==> src/rtl/backlight_duty_ctrl_if.sv <==
// Host-side bundle for the backlight brightness controller:
// target writes and activity in, duty and status out.
interface backlight_duty_ctrl_if;
    logic       wr_en;
    logic [4:0] wr_data;
    logic       activity;
    logic [4:0] Duty_Val;
    logic       fading;
    logic       dimmed;

    modport master (
        output wr_en,
        output wr_data,
        output activity,
        input  Duty_Val,
        input  fading,
        input  dimmed
    );

    modport slave (
        input  wr_en,
        input  wr_data,
        input  activity,
        output Duty_Val,
        output fading,
        output dimmed
    );
endinterface

==> src/rtl/backlight_duty_ctrl.sv <==
// Backlight brightness slew controller: fades the PWM duty toward a
// host target one LSB per step tick and auto-dims after inactivity.
module backlight_duty_ctrl #(
    parameter int STEP_DIV     = 1024,
    parameter int IDLE_TICKS   = 4096,
    parameter int DIM_LEVEL    = 4,
    parameter int DEFAULT_DUTY = 16
) (
    input  logic                  CLK,
    input  logic                  RST,
    backlight_duty_ctrl_if.slave  bus
);

    localparam logic [15:0] PRESC_MAX = 16'(STEP_DIV - 1);
    localparam logic [15:0] IDLE_MAX  = 16'(IDLE_TICKS - 1);
    localparam logic        IDLE_EN   = (IDLE_TICKS != 0);
    localparam logic [4:0]  DIM_L     = 5'(DIM_LEVEL);
    localparam logic [4:0]  DEF_D     = 5'(DEFAULT_DUTY);

    localparam logic [0:0] ST_ACTIVE = 1'b0;
    localparam logic [0:0] ST_DIMMED = 1'b1;

    logic [15:0] presc;
    logic [15:0] idle_cnt;
    logic [15:0] idle_nxt;
    logic [4:0]  target;
    logic [4:0]  target_nxt;
    logic [4:0]  duty;
    logic [4:0]  duty_nxt;
    logic [4:0]  eff;
    logic [4:0]  eff_nxt;
    logic [0:0]  state;
    logic [0:0]  state_nxt;
    logic        fading_q;
    logic        tick;
    logic        wake;

    assign tick = (presc == PRESC_MAX);
    assign wake = bus.activity | bus.wr_en;

    assign eff = (state == ST_DIMMED && target > DIM_L) ? DIM_L : target;
    assign eff_nxt = (state_nxt == ST_DIMMED && target_nxt > DIM_L)
                   ? DIM_L : target_nxt;

    assign bus.Duty_Val = duty;
    assign bus.fading   = fading_q;
    assign bus.dimmed   = (state == ST_DIMMED);

    // Next-state logic: target load, one-LSB fade step, idle/dim FSM.
    always_comb begin
        target_nxt = bus.wr_en ? bus.wr_data : target;
        duty_nxt   = duty;
        state_nxt  = state;
        idle_nxt   = idle_cnt;

        if (tick && duty < eff) begin
            duty_nxt = duty + 5'd1;
        end else if (tick && duty > eff) begin
            duty_nxt = duty - 5'd1;
        end

        if (wake) begin
            idle_nxt  = 16'd0;
            state_nxt = ST_ACTIVE;
        end else if (state == ST_ACTIVE && tick) begin
            if (IDLE_EN && idle_cnt == IDLE_MAX) begin
                state_nxt = ST_DIMMED;
            end else begin
                idle_nxt = idle_cnt + 16'd1;
            end
        end
    end

    // Register update; reset overrides every same-cycle event.
    always_ff @(posedge CLK) begin
        if (RST) begin
            presc    <= 16'd0;
            idle_cnt <= 16'd0;
            target   <= DEF_D;
            duty     <= 5'd0;
            state    <= ST_ACTIVE;
            fading_q <= 1'b0;
        end else begin
            presc    <= tick ? 16'd0 : presc + 16'd1;
            idle_cnt <= idle_nxt;
            target   <= target_nxt;
            duty     <= duty_nxt;
            state    <= state_nxt;
            fading_q <= (duty_nxt != eff_nxt);
        end
    end

endmodule

==> src/flat_wrapper.sv <==
// flat-port wrapper written by rule: the top's interface ports become plain ports
module backlight_duty_ctrl_flat 
#(
    parameter int STEP_DIV     = 1024,
    parameter int IDLE_TICKS   = 4096,
    parameter int DIM_LEVEL    = 4,
    parameter int DEFAULT_DUTY = 16
)
  (CLK, RST, bus_wr_en, bus_wr_data, bus_activity, bus_Duty_Val, bus_fading, bus_dimmed);
  backlight_duty_ctrl_if bus_i ();
  input  logic CLK;
  input  logic RST;
  input wire logic [$bits(bus_i.wr_en)-1:0] bus_wr_en;
  input wire logic [$bits(bus_i.wr_data)-1:0] bus_wr_data;
  input wire logic [$bits(bus_i.activity)-1:0] bus_activity;
  output wire logic [$bits(bus_i.Duty_Val)-1:0] bus_Duty_Val;
  output wire logic [$bits(bus_i.fading)-1:0] bus_fading;
  output wire logic [$bits(bus_i.dimmed)-1:0] bus_dimmed;
  assign bus_i.wr_en = bus_wr_en;
  assign bus_i.wr_data = bus_wr_data;
  assign bus_i.activity = bus_activity;
  assign bus_Duty_Val = bus_i.Duty_Val;
  assign bus_fading = bus_i.fading;
  assign bus_dimmed = bus_i.dimmed;
  backlight_duty_ctrl #(.STEP_DIV(STEP_DIV), .IDLE_TICKS(IDLE_TICKS), .DIM_LEVEL(DIM_LEVEL), .DEFAULT_DUTY(DEFAULT_DUTY)) u_core (.CLK(CLK), .RST(RST), .bus(bus_i));
endmodule
==> config.mk <==
export PLATFORM = sky130hd
export DESIGN_NAME = backlight_duty_ctrl_flat
export DESIGN_NICKNAME = d
export VERILOG_FILES = /design/src/rtl/backlight_duty_ctrl_if.sv /design/src/rtl/backlight_duty_ctrl.sv /design/src/flat_wrapper.sv
export SDC_FILE = /design/constraint.sdc
export NUM_CORES = 1
export LEC_CHECK = 0
export BUFFER_PORTS_ARGS = -buffer_cell sky130_fd_sc_hd__buf_2
export CORE_MARGIN = 10
export CORE_UTILIZATION = 54
export CTS_BUF_LIST = sky130_fd_sc_hd__clkbuf_16
export DETAILED_ROUTE_END_ITERATION = 16
export PLACE_DENSITY = 0.75
export SLEW_MARGIN = 40
export SYNTH_ARGS = -nofsm -noshare
export SYNTH_HDL_FRONTEND = slang
export SYNTH_SLANG_ARGS = --single-unit
==> constraint.sdc <==
create_clock -name CLK -period 2.8 [get_ports CLK]
set_input_delay 0.14 -clock CLK [delete_from_list [all_inputs] [get_ports CLK]]
set_output_delay 0.14 -clock CLK [all_outputs]
set_load 0.01 [all_outputs]
==> results.md <==
* Critical Path Start Type: flop
* Worst-Margin Slew at 0.586 ns
* Worst-path clk slew at 0.06 ns
* PortBufs at 15
* Status: completed
* Vias in the first global route at 1910
* DRT iter0 DRCs at 106
* Die Area at 0.00725 mm^2
* Yosys top cell area share at 38.4%
* Grt peak-use layer: met2
* Placed cells at 333
* Fin crit share at 98.1%
* Leak pwr at 0.00103 uW
* Power per cell area at 464 mW/mm^2
* Setup CP Type: reg -> reg
* RSZ-0062 raised after global routing: yes
* Final min period at 2.75 ns
* Largest net degree at the start of global routing at 18
* Hold Worst Slack at 0.152 ns
* Clock Latency Late Sink at 0.28 ns
* CTS tree: done
* Initial Util at 56.5%
* Routed Antenna Nets at 0
* Clock Root Buffer: clkbuf_16
* Multi-input gate area at 0.00144 mm^2
* Number of synthesized flops with an enable pin at 0
* Total Wirelength at 5210 um
* Max-slew violation count at 0
* Critical Path RT at 2.95 ns
* Peak VDD IR at 0.000411 V
* Drt drc at 0
* Fmax at 364 MHz
* Library cells used by synthesis at 50
* # diodes at 0
* Most common cell in the synthesized netlist: nor2_1
* M2 GR Usage at 23.0%
* Rel. slew slack at 60.9%
* Most used DFF post-synth: dfxtp_1
* I/O pin count at 16
* Via density at 5.67
* Share of layout cells above drive strength 1 at 19.8%
* Synth Net Count at 282
* CTS Sinks at 44
* Worst Path Max Fanout at 4
* Area leader, netlist: dfxtp_1
* FF/Latch Area at 883 um^2
* Met3 GRT Util at 4.11%
* Die W at 85.2 um
* Antenna violations before repair at 0
* Final nets at 311
* Total gr overflow at 0
* Setup-failing EPs final at 0
* Syn_area_per_cell at 8.69 um^2
* Routed len/inst at 15.2 um
* Fin. Hold Viols at 0
* Synth top area cells: dfxtp_1 (38%), nor2_1 (8.0%), xor2_1 (6.5%), xnor2_1 (5.7%), ha_1 (4.9%)
* Dpl hpwl at 3550 um
* Synth async-reset ratio at 0%
* Worst hold path class: in -> reg
* MaxCap Viol Count at 0
* Synth Instances at 264
* Crit end category: flop
* Non-filler cells, final at 343
* Setup TNS at 0 ns
* CTS buffer count at 5
* Met1 Use GR at 16.8%
* Row count at 23
* Commonest cells post-synth: nor2_1 (49), dfxtp_1 (44), nand3_1 (17), xor2_1 (17), xnor2_1 (15)
* Vias at 1944
* Sequential area share after synthesis at 38.4%
* Die height at 85.2 um
* Worst Path Arrival at 2.90 ns
* Gr usage total at 14.0%
* Yosys synthesis warning count at 0
* # fillers at 317
* Placeable Area at 0.00406 mm^2
* DRT Pass-1 Iters at 4
* Final Skew at 0.00517 ns
* Worst-case clock buffer depth at 2
* Register bit total from synthesis at 44
* Global-route wire length before repair at 8550 um
* Power, Total at 1260 uW
* Syn Std Cell Area at 0.00229 mm^2
* Htree depth at 2
* Area grow syn2layout at 18.9%
* Gpl congestion at 0.955
## layout by cell type, fill, tap and decap left out, types with 2 or more instances in the layout
cell | Yosys | final
nand2_4 | 0 | 2
and2_1 | 2 | 2
ha_1 | 9 | 8
clkbuf_16 | 0 | 5
and4_4 | 1 | 2
and4_1 | 4 | 3
o21ai_0 | 6 | 6
mux2i_1 | 8 | 8
a21oi_1 | 7 | 6
nand3_1 | 17 | 17
buf_4 | 0 | 14
and3_1 | 5 | 5
dfxtp_2 | 0 | 2
nand2b_1 | 4 | 4
dfxtp_1 | 44 | 42
a31oi_1 | 3 | 3
xor2_1 | 17 | 17
xnor2_1 | 15 | 14
clkinv_1 | 0 | 2
nand4_1 | 6 | 6
nand2_1 | 13 | 11
nor2_1 | 49 | 48
nor3_1 | 4 | 4
o21ai_1 | 2 | 2
buf_2 | 2 | 15
or3_1 | 6 | 5
inv_1 | 7 | 7
## area by class of cell
cell class | instances | area share (%)
Clock inverter | 2 | 0.275
Multi-Input combinational cell | 206 | 52.9
Tap cell | 50 | 2.29
Timing Repair Buffer | 29 | 6.61
Inverter | 7 | 0.963
Clock buffer | 5 | 4.59
Sequential cell | 44 | 32.4
## sequential cells by signal, indices dropped and copies added, names as in the netlist
name and count:
u_core.presc 16, u_core.bus.fading 1, u_core.idle_cnt 16, u_core.bus.Duty_Val 5, u_core.target 5, u_core.bus.dimmed 1
## logic make-up after synthesis
logic type / count (synthesis) / share of synthesized area [%]
AND/OR/NAND/NOR: 126 / 29.1
flip-flops: 44 / 38.4
XOR/XNOR: 32 / 12.2
AO/OA/AOI/OAI: 30 / 9.00
buffers and inverters: 14 / 2.40
multiplexers: 9 / 3.98
adder cells (fa/ha/maj): 9 / 4.91
## where the power goes
part / switching (uW) / internal [uW]
Sequential: 6.74 / 636
Combinational: 48.0 / 36.8
Clock: 218 / 319
## critical path, stage by stage, from the launching register on
cell	delay [ns]
dfxtp_2	0.33
or3_4	0.40
nand2_4	0.08
nand2_4	0.06
ha_4	0.16
a211oi_2	0.23
o21ai_0	0.20
a2111oi_4	0.39
xnor2_2	0.15
nor4b_1	0.32
o21ai_1	0.12
o41ai_2	0.06
a31oi_1	0.13
## layer usage
| metal | wire (um) | vias to the layer above |
|---|---|---|
| met3 | 299 | 14 |
| li1 | - | 982 |
| met4 | 138 | 0 |
| met1 | 2270 | 900 |
| met2 | 2500 | 48 |
| met5 | 0 | - |
## path summary, 6_finish.rpt
path	start	end	slack (ns)	depth (start not counted)
worst max-delay path	u_core.target[4]$_SDFF_PP1_	u_core.bus.fading$_SDFF_PP0_	0.05	12
worst min-delay path	bus_wr_data[3]	u_core.target[3]$_SDFF_PP0_	0.15	3
worst max register to register	u_core.target[4]$_SDFF_PP1_	u_core.bus.fading$_SDFF_PP0_	0.05	12
worst min register to register	u_core.presc[0]$_SDFF_PP0_	u_core.presc[0]$_SDFF_PP0_	0.46	1
## metrics by stage
stage	instance area [um^2]	util, %	setup slack [ns]
6_report	2730	67.2	0.0529
5_1_grt	2730	67.2	-0.0934
4_1_cts	2650	65.2	0.0112
3_5_place_dp	2480	61.2	-0.164
3_3_place_gp	2480	61.2	-0.00471
2_1_floorplan	2290	-	0.146
## what timing repair did
item                       in CTS  in global routing
buffers inserted                2                  1
pin swaps                       6                 12
resized for setup               4                 16
setup endpoints to repair       1                  1
hold buffers                    0                  0
Power figures use the tool's default switching activity.
